**src/rtl/fifo_pkg.sv**
```systemverilog
// rtl/fifo_pkg.sv - shared defaults for the transaction-layer FIFO
package fifo_pkg;

  localparam int DEF_DATA_WIDTH      = 12;
  localparam int DEF_ADDR_WIDTH      = 3;
  localparam int DEF_ALMOST_FULL_TH  = 6;
  localparam int DEF_ALMOST_EMPTY_TH = 2;

  // Occupancy needs one bit more than the pointers to represent DEPTH itself.
  function automatic int count_width(input int addr_width);
    return addr_width + 1;
  endfunction

  localparam int DEF_COUNT_WIDTH = count_width(DEF_ADDR_WIDTH);

endpackage

```
**src/rtl/mem_dp_param.sv**
```systemverilog
// rtl/mem_dp_param.sv - dual-address RAM, one write port and one registered read port
module mem_dp_param
  import fifo_pkg::*;
#(
  parameter int DATA_WIDTH = DEF_DATA_WIDTH,
  parameter int ADDR_WIDTH = DEF_ADDR_WIDTH
) (
  input  logic                  clk,
  input  logic                  reset,
  input  logic                  we,
  input  logic [ADDR_WIDTH-1:0] waddr,
  input  logic [DATA_WIDTH-1:0] wdata,
  input  logic                  re,
  input  logic [ADDR_WIDTH-1:0] raddr,
  output logic [DATA_WIDTH-1:0] rdata
);

  localparam int DEPTH = 1 << ADDR_WIDTH;

  logic [DATA_WIDTH-1:0] ram [DEPTH];

  // Storage is deliberately not reset.
  always_ff @(posedge clk) begin
    if (we) ram[waddr] <= wdata;
  end

  // Same-edge read and write of one address returns the old entry.
  always_ff @(posedge clk) begin
    if (reset)   rdata <= '0;
    else if (re) rdata <= ram[raddr];
  end

endmodule

```
**src/rtl/fifo_param.sv**
```systemverilog
// rtl/fifo_param.sv - synchronous FIFO with thresholds; FIFO_ERR_FLAGS_EN enables sticky overflow/underflow
module fifo_param
  import fifo_pkg::*;
#(
  parameter int DATA_WIDTH      = DEF_DATA_WIDTH,
  parameter int ADDR_WIDTH      = DEF_ADDR_WIDTH,
  parameter int ALMOST_FULL_TH  = DEF_ALMOST_FULL_TH,
  parameter int ALMOST_EMPTY_TH = DEF_ALMOST_EMPTY_TH
) (
  input  logic                  clk,
  input  logic                  reset,
  input  logic [DATA_WIDTH-1:0] FIFO_data_in,
  input  logic                  push,
  input  logic                  pop,
  output logic [DATA_WIDTH-1:0] FIFO_data_out,
  output logic                  data_valid,
  output logic                  full,
  output logic                  empty,
  output logic                  almost_full,
  output logic                  almost_empty,
  output logic [ADDR_WIDTH:0]   fifo_count,
  output logic                  overflow,
  output logic                  underflow
);

  localparam int DEPTH = 1 << ADDR_WIDTH;
  localparam int CW    = count_width(ADDR_WIDTH);

  logic [ADDR_WIDTH-1:0] wr_ptr, rd_ptr;
  logic [CW-1:0]         count;
  logic                  pop_ok, push_ok;

  assign pop_ok  = pop & ~empty;
  // A full FIFO still takes a push when a pop frees a slot on the same edge.
  assign push_ok = push & (~full | pop_ok);

  assign fifo_count   = count;
  assign empty        = (count == '0);
  assign full         = (count == CW'(DEPTH));
  assign almost_full  = (count >= CW'(ALMOST_FULL_TH));
  assign almost_empty = (count <= CW'(ALMOST_EMPTY_TH));

  mem_dp_param #(
    .DATA_WIDTH(DATA_WIDTH),
    .ADDR_WIDTH(ADDR_WIDTH)
  ) u_mem (
    .clk  (clk),
    .reset(reset),
    .we   (push_ok & ~reset),
    .waddr(wr_ptr),
    .wdata(FIFO_data_in),
    .re   (pop_ok & ~reset),
    .raddr(rd_ptr),
    .rdata(FIFO_data_out)
  );

  always_ff @(posedge clk) begin
    if (reset) begin
      wr_ptr     <= '0;
      rd_ptr     <= '0;
      count      <= '0;
      data_valid <= 1'b0;
    end else begin
      data_valid <= pop_ok;
      if (push_ok) wr_ptr <= wr_ptr + ADDR_WIDTH'(1);
      if (pop_ok)  rd_ptr <= rd_ptr + ADDR_WIDTH'(1);
      case ({push_ok, pop_ok})
        2'b10:   count <= count + CW'(1);
        2'b01:   count <= count - CW'(1);
        default: count <= count;
      endcase
    end
  end

`ifdef FIFO_ERR_FLAGS_EN
  always_ff @(posedge clk) begin
    if (reset) begin
      overflow  <= 1'b0;
      underflow <= 1'b0;
    end else begin
      if (push & ~push_ok) overflow  <= 1'b1;
      if (pop & ~pop_ok)   underflow <= 1'b1;
    end
  end
`else
  assign overflow  = 1'b0;
  assign underflow = 1'b0;
`endif

endmodule

```
**config.mk**
```make
export PLATFORM = sky130hd
export DESIGN_NAME = fifo_param
export DESIGN_NICKNAME = d
export VERILOG_FILES = /design/src/rtl/fifo_pkg.sv /design/src/rtl/mem_dp_param.sv /design/src/rtl/fifo_param.sv
export SDC_FILE = /design/constraint.sdc
export NUM_CORES = 1
export LEC_CHECK = 0
export ABC_AREA = 0
export CORE_MARGIN = 2
export CORE_UTILIZATION = 64
export CTS_BUF_LIST = sky130_fd_sc_hd__clkbuf_4
export CTS_CLUSTER_DIAMETER = 100
export DETAILED_ROUTE_END_ITERATION = 16
export PLACE_DENSITY = 0.87
export REMOVE_ABC_BUFFERS = 1
export SLEW_MARGIN = 30
export SYNTH_ARGS = -nofsm -noshare
export SYNTH_HDL_FRONTEND = slang
export SYNTH_SLANG_ARGS = --single-unit
export TNS_END_PERCENT = 50
```
**constraint.sdc**
```tcl
create_clock -name clk -period 7.17 [get_ports clk]
set_clock_uncertainty 0.05 [all_clocks]
set_input_delay 1.434 -clock clk [delete_from_list [all_inputs] [get_ports clk]]
set_output_delay 1.434 -clock clk [all_outputs]
set_load 0.02 [all_outputs]
```
Yosys cells after proc, flatten, opt, wreduce, memory -nomap -nowiden:

Memories as Yosys holds them, arrays and structs flattened. A register that Yosys moved wholly into a read port is not among the register bits.
Index checks and enable logic that the tools add are counted.

* memories: 1
* register bits after elaboration: 11
* RAM bits: 96
* output and inout port bits: 23
* word-level logic and storage cells: 27
* latch bits: 0
* input port bits: 16
* ROM bits: 0

Memories
* u_mem.ram: depth 8, bits a word 12, read ports 1, clocked after memory_dff 1, wr ports 1, line mem_dp_param.sv:20 `logic [DATA_WIDTH-1:0] ram [DEPTH];`

* multiplexer cells: 3
* equal/unequal tests: 3
* add/sub/neg operators: 4
* shifts and indexed selects: 0
* multiply operators: 0
* reduce and logical (&&, ||, !) cells: 2
* bitwise gates (word level): 8
* magnitude comparators: 2
* divide/modulo/power cells: 0

Operators with widths (number)
* case mux 4 bit (2 select lines): 1
* adder 3 x 1 -> 3 bit, second input constant: 2
* adder 4 x 1 -> 4 bit, second input constant: 1
* bitwise AND 1 bit: 4
* equality test 4 bit, second input constant: 1
* >= comparator 4 x 3 -> 1 bit, second input constant: 1
* <= comparator 4 x 2 -> 1 bit, second input constant: 1
* zero test 4 bit: 1
* subtractor 4 x 1 -> 4 bit, second input constant: 1
* inverter 1 bit: 3
* equality test 2 x 1 -> 1 bit, second input constant: 1
* equality test 2 bit, second input constant: 1
* two-way mux 1 bit: 2
* nonzero test 2 bit: 1
* OR 1 bit: 1

Logic depth before layout (Yosys ltp):

* word-level depth: 8
* gate-level depth with buffers: 10
* mapped depth without buffers: 8

Hierarchy:

A second synthesis with hierarchy kept.

* cell total of the unflattened synthesis: 299
* area total of the unflattened synthesis: 4757.1 µm²

By module, submodules not included
* mem_dp_param: sequential area each 3123.0 µm², area an instance 4167.7 µm², instances 1, cells each 233
* fifo_param: sequential area each 220.2 µm², area an instance 589.3 µm², instances 1, cells each 66

Worst setup path after synthesis:

OpenSTA, ideal clock, no wires.

* path type: input port to flip-flop
* start point: in push
* end point: mem u_mem.ram[0][0] in the netlist's numbering, enable pin
* library setup time: 417 ps
* required time: 6703 ps
* setup slack: 3448 ps
* data arrival time: 3256 ps
* stages: 3
* path through: clkbuf_1 > o21ai_4 > nor4b_1

* longest elaborated chain between the ends: 4

Ends and longest elaborated chain
* start, declared: line fifo_param.sv:13 `input logic push,`
* bitwise AND 1 bit: line fifo_param.sv:35 `assign push_ok = push & (~full | pop_ok);`
* bitwise AND 1 bit: line fifo_param.sv:49 `.we (push_ok & ~reset),`
* two-way mux 1 bit: line mem_dp_param.sv:24 `if (we) ram[waddr] <= wdata;`
* two-way mux 1 bit (implied by the code): line mem_dp_param.sv:24
* end, declared: line mem_dp_param.sv:20

Every way passes these cells.

Worst setup path in the final report:

* start point: in pop
* end point: reg count[3] (netlist: fifo_count[3])

* longest elaborated chain between the ends: 5

Ends and longest elaborated chain
* start, declared: line fifo_param.sv:14 `input logic pop,`
* bitwise AND 1 bit (*): line fifo_param.sv:33 `assign pop_ok = pop & ~empty;`
* OR 1 bit: line fifo_param.sv:35
* bitwise AND 1 bit: line fifo_param.sv:35
* equality test 2 x 1 -> 1 bit or equality test 2 bit (tied branches): line fifo_param.sv:67 `case ({push_ok, pop_ok})`
* case mux 4 bit (2 select lines) or nonzero test 2 bit (tied branches)
* end signal, assigned: line fifo_param.sv:68 `2'b10: count <= count + CW'(1);`
* end signal, assigned: line fifo_param.sv:69 `2'b01: count <= count - CW'(1);`
* end signal, assigned: line fifo_param.sv:70 `default: count <= count;`
* end, declared: line fifo_param.sv:30 `logic [CW-1:0] count;`

Mark *: on every way between the ends. The rest lies on a longest branch, timed or not.
A chain may end at the register's enable or synchronous reset.

==> impl_metrics.csv <==
group,metric,value,unit
run_status,status,"finished, final reports clean",
synthesis,synth.distinct_cells,40,
final_layout,nFillCells,437,
pwr,vdd.ir_drop.worst,0.0002112,V
route,dr.pass1.iters,4,
pwr,power_density,341.5,mW/mm^2
route,ant_nets,0,
synthesis,async_flop_share,0,
route,drt-total-wl,8.518,mm
die,start_util,0.6624,
die,fp.dieW,90.65,microns
clock_network,htree_levels,4,
grt,grt-ovfl-total,0,
clock_network,clk_pin_slew,0.11,ns
sta,post-route-min-period,3.727,ns
critical_path,startpoint,"pop",
synthesis,syn_inst,273,
die,dieArea,0.008217,sq mm
sta,fin_setup_tns,0,ns
final_layout,n_antenna_cell,0,
die,core-area,0.007253,sq mm
critical_path,reg2reg_to,"fifo_count[3]$_SDFFE_PP0P_",
clock_network,cts.sinks,119,
place,dp_slack,3.038,ns
sta,finalMaxSlewViolations,0,
final_layout,nets,339,
clock_network,root_buffer,"clkbuf_4",
synthesis,ys_ff_latch,119,
clock_network,post_cts_buffers,0,
place,dp_hpwl,4.958,mm
critical_path,setup.worst_path.start_class,"primary input",
route,drc,0,
critical_path,cp_slowest_stage_delay,0.61,ns
clock_network,cts_tree,"yes",
grt,grt_max_degree,29,
clock_network,cts_resized,0,
sta,worst_pin_slew,0.9285,ns
sta,slew_headroom,0.3801,
critical_path,crit_fanout,28,
synthesis,avgSynthCellArea,17.60,sq um
clock_network,postCtsHoldBufs,0,
die,io_pins,39,
route,drtIter0Drc,179,
critical_path,worstRegToRegCells,8,
synthesis,synth_area,0.004805,sq mm
final_layout,fin_area,0.005510,sq mm
critical_path,critPathArrivalTime,4.08,ns
final_layout,area_growth,14.69,%
synthesis,synthTopCellsByCount,"edfxtp_1 (96), nor2_1 (28), mux4_2 (24)",
synthesis,synth.most_common_cell,"edfxtp_1",
synthesis,ys_warn_count,0,
run,maxCapViolations,0,
critical_path,path_cells,"clkdlybuf4s50_1 -> o41a_2 -> nand2b_1 -> inv_1 -> ha_1 -> a21oi_1 -> nor4bb_1 -> o21bai_1 -> a31oi_1",
die,dieHeight,90.65,microns
critical_path,cpMaxStageDelayCell,"clkdlybuf4s50_1",
synthesis,synth.yosys.seq_area_share,0.6958,
sta,setup_violations,0,
synthesis,yosys.area.top_type,"edfxtp_1",
synthesis,netlist.area_leader.share,0.6000,
final_layout,drive_above_1_share,0.2242,
sta,finalWorstSetupSlack,3.443,ns
critical_path,cp.required,7.53,ns
grt,grt_antenna_before_repair,0,
synthesis,synth_enable_flop_cells,96,
sta,rsz0062_at_grt,"false",
synthesis,synth-main-ff-cell,"edfxtp_1",
clock_network,clockBufferDepth,2,
hold_path,hp-class,"flip-flop to flip-flop",
critical_path,endpoint_kind,"flip-flop",
critical_path,regToRegSetupSlack,4.31,ns
place,portBuffers,36,
grt,grt_pass1_vias,2542,
pwr,leakagePower,1.765,nW
sta,fmax,268.3,MHz
sta,period_share,0.5198,
grt,grt_usage,0.2255,
place,place_area,0.005248,sq mm
die,rows,31,
route,routedWlPerCell,19.86,microns
route,vias,2536,
critical_path,crit_path_end,"fifo_count[3]$_SDFFE_PP0P_",
critical_path,path_class,"primary input to flip-flop",
synthesis,synthTopCellsByArea,"edfxtp_1 (60%), mux4_2 (11%), dfxtp_1 (9.6%), mux2i_1 (2.9%), a211oi_1 (2.2%)",
clock_network,clock_latency,0.48,ns
critical_path,timing.rr.start,"fifo_count[3]$_SDFFE_PP0P_",
pwr,finalPower,1.882,mW
sta,finalHoldViolCount,0,
clock_network,cts_made_buffers,17,
place,gp_congestion,0.7412,
route,vias_per_cell,5.911,
grt,grt_pass1_wl,13.39,mm
-- layout make-up --
type | instances | area [sq um] | share of cell area
Tap cell | 99 | 123.9 | 0.02248
Timing Repair Buffer | 46 | 435.4 | 0.07902
Multi-Input combinational cell | 131 | 1333 | 0.2418
Clock inverter | 14 | 135.1 | 0.02452
Sequential cell | 119 | 3344 | 0.6069
Clock buffer | 17 | 127.6 | 0.02316
Inverter | 3 | 11.26 | 0.002044
-- logic make-up after synthesis --
family | after synthesis | share of synthesized area
adders and majority gates | 5 | 0.01458
xor gates and xnor gates | 7 | 0.01276
muxes | 38 | 0.1417
DFF | 119 | 0.6958
AOI/OAI and AO/OA | 29 | 0.05156
other | 1 | 0.0007805
buffers and inverters | 24 | 0.03359
and+or+nand+nor | 50 | 0.04922
-- stage by stage --
| step | utilization | std cells | hold WS, ns |
|---|---|---|---|
| 2_1_floorplan | - | 253 | 0.5055 |
| 3_3_place_gp | 0.7231 | 398 | 0.4351 |
| 3_5_place_dp | 0.7235 | 398 | 0.4404 |
| 4_1_cts | 0.7597 | 429 | 0.4533 |
| 5_1_grt | 0.7597 | 429 | 0.4776 |
| 6_report | 0.7597 | 429 | 0.4517 |
-- sequential cells by signal (all words and copies together), names as in the netlist --
| register | flops |
|---|---|
| u_mem.ram | 96 |
| u_mem.rdata | 12 |
| fifo_count | 4 |
| rd_ptr | 3 |
| wr_ptr | 3 |
| data_valid | 1 |
-- critical path, delay by kind of cell --
| family | cells | cell delay, ns |
|---|---|---|
| AO/OA/AOI/OAI | 4 | 1.15 |
| buffers and inverters | 2 | 0.72 |
| AND/OR/NAND/NOR | 2 | 0.51 |
| adder cells (fa/ha/maj) | 1 | 0.27 |
-- worst min-delay path by stage --
stage,start,to,slack (ns),cells past startpoint
4_1_cts,u_mem.rdata[8]$_SDFFE_PP0P_,u_mem.rdata[8]$_SDFFE_PP0P_,0.45,2
6_report,u_mem.rdata[7]$_SDFFE_PP0P_,u_mem.rdata[7]$_SDFFE_PP0P_,0.45,2
2_1_floorplan,wr_ptr[1]$_SDFFE_PP0P_,wr_ptr[1]$_SDFFE_PP0P_,0.51,2
5_1_grt,u_mem.rdata[2]$_SDFFE_PP0P_,u_mem.rdata[2]$_SDFFE_PP0P_,0.48,2
3_5_place_dp,u_mem.rdata[8]$_SDFFE_PP0P_,u_mem.rdata[8]$_SDFFE_PP0P_,0.44,2
3_3_place_gp,u_mem.rdata[2]$_SDFFE_PP0P_,u_mem.rdata[2]$_SDFFE_PP0P_,0.44,2
-- routing by layer --
layer / vias up / wire length (microns) / share of wire / global-route usage
met2: 103 / 4485 / 0.53 / 0.3912
li1: 1158 / - / - / -
met5: - / 0 / 0 / 0
met4: 0 / 42 / 0.0049 / 0.06538
met3: 4 / 626 / 0.073 / 0.07095
met1: 1271 / 3364 / 0.39 / 0.2733
-- power breakdown --
group	internal, mW	switching (mW)	total (mW)	leakage (nW)
clock	0.201	0.238	0.439	0.136
sequential	0.803	0.0672	0.870	1.06
combinational	0.288	0.284	0.572	0.572
total	1.29	0.589	1.88	1.76
-- cells in the final DEF, fill, tap and decap left out, types with 3 or more instances in the layout --
cell and count:
mux2i_1 14, edfxtp_1 96, nand2b_1 3, nor3_2 3, a211oi_1 14, xnor2_1 4, clkbuf_4 17, a21oi_1 3
nor2_1 28, inv_1 3, nand2_1 5, clkdlybuf4s50_1 36, clkinv_1 3, clkinv_2 3, buf_4 10, clkinvlp_4 3
xor2_1 3, ha_1 4, dfxtp_1 22, mux4_2 24
No activity file was read; power rests on OpenSTA's default activity.
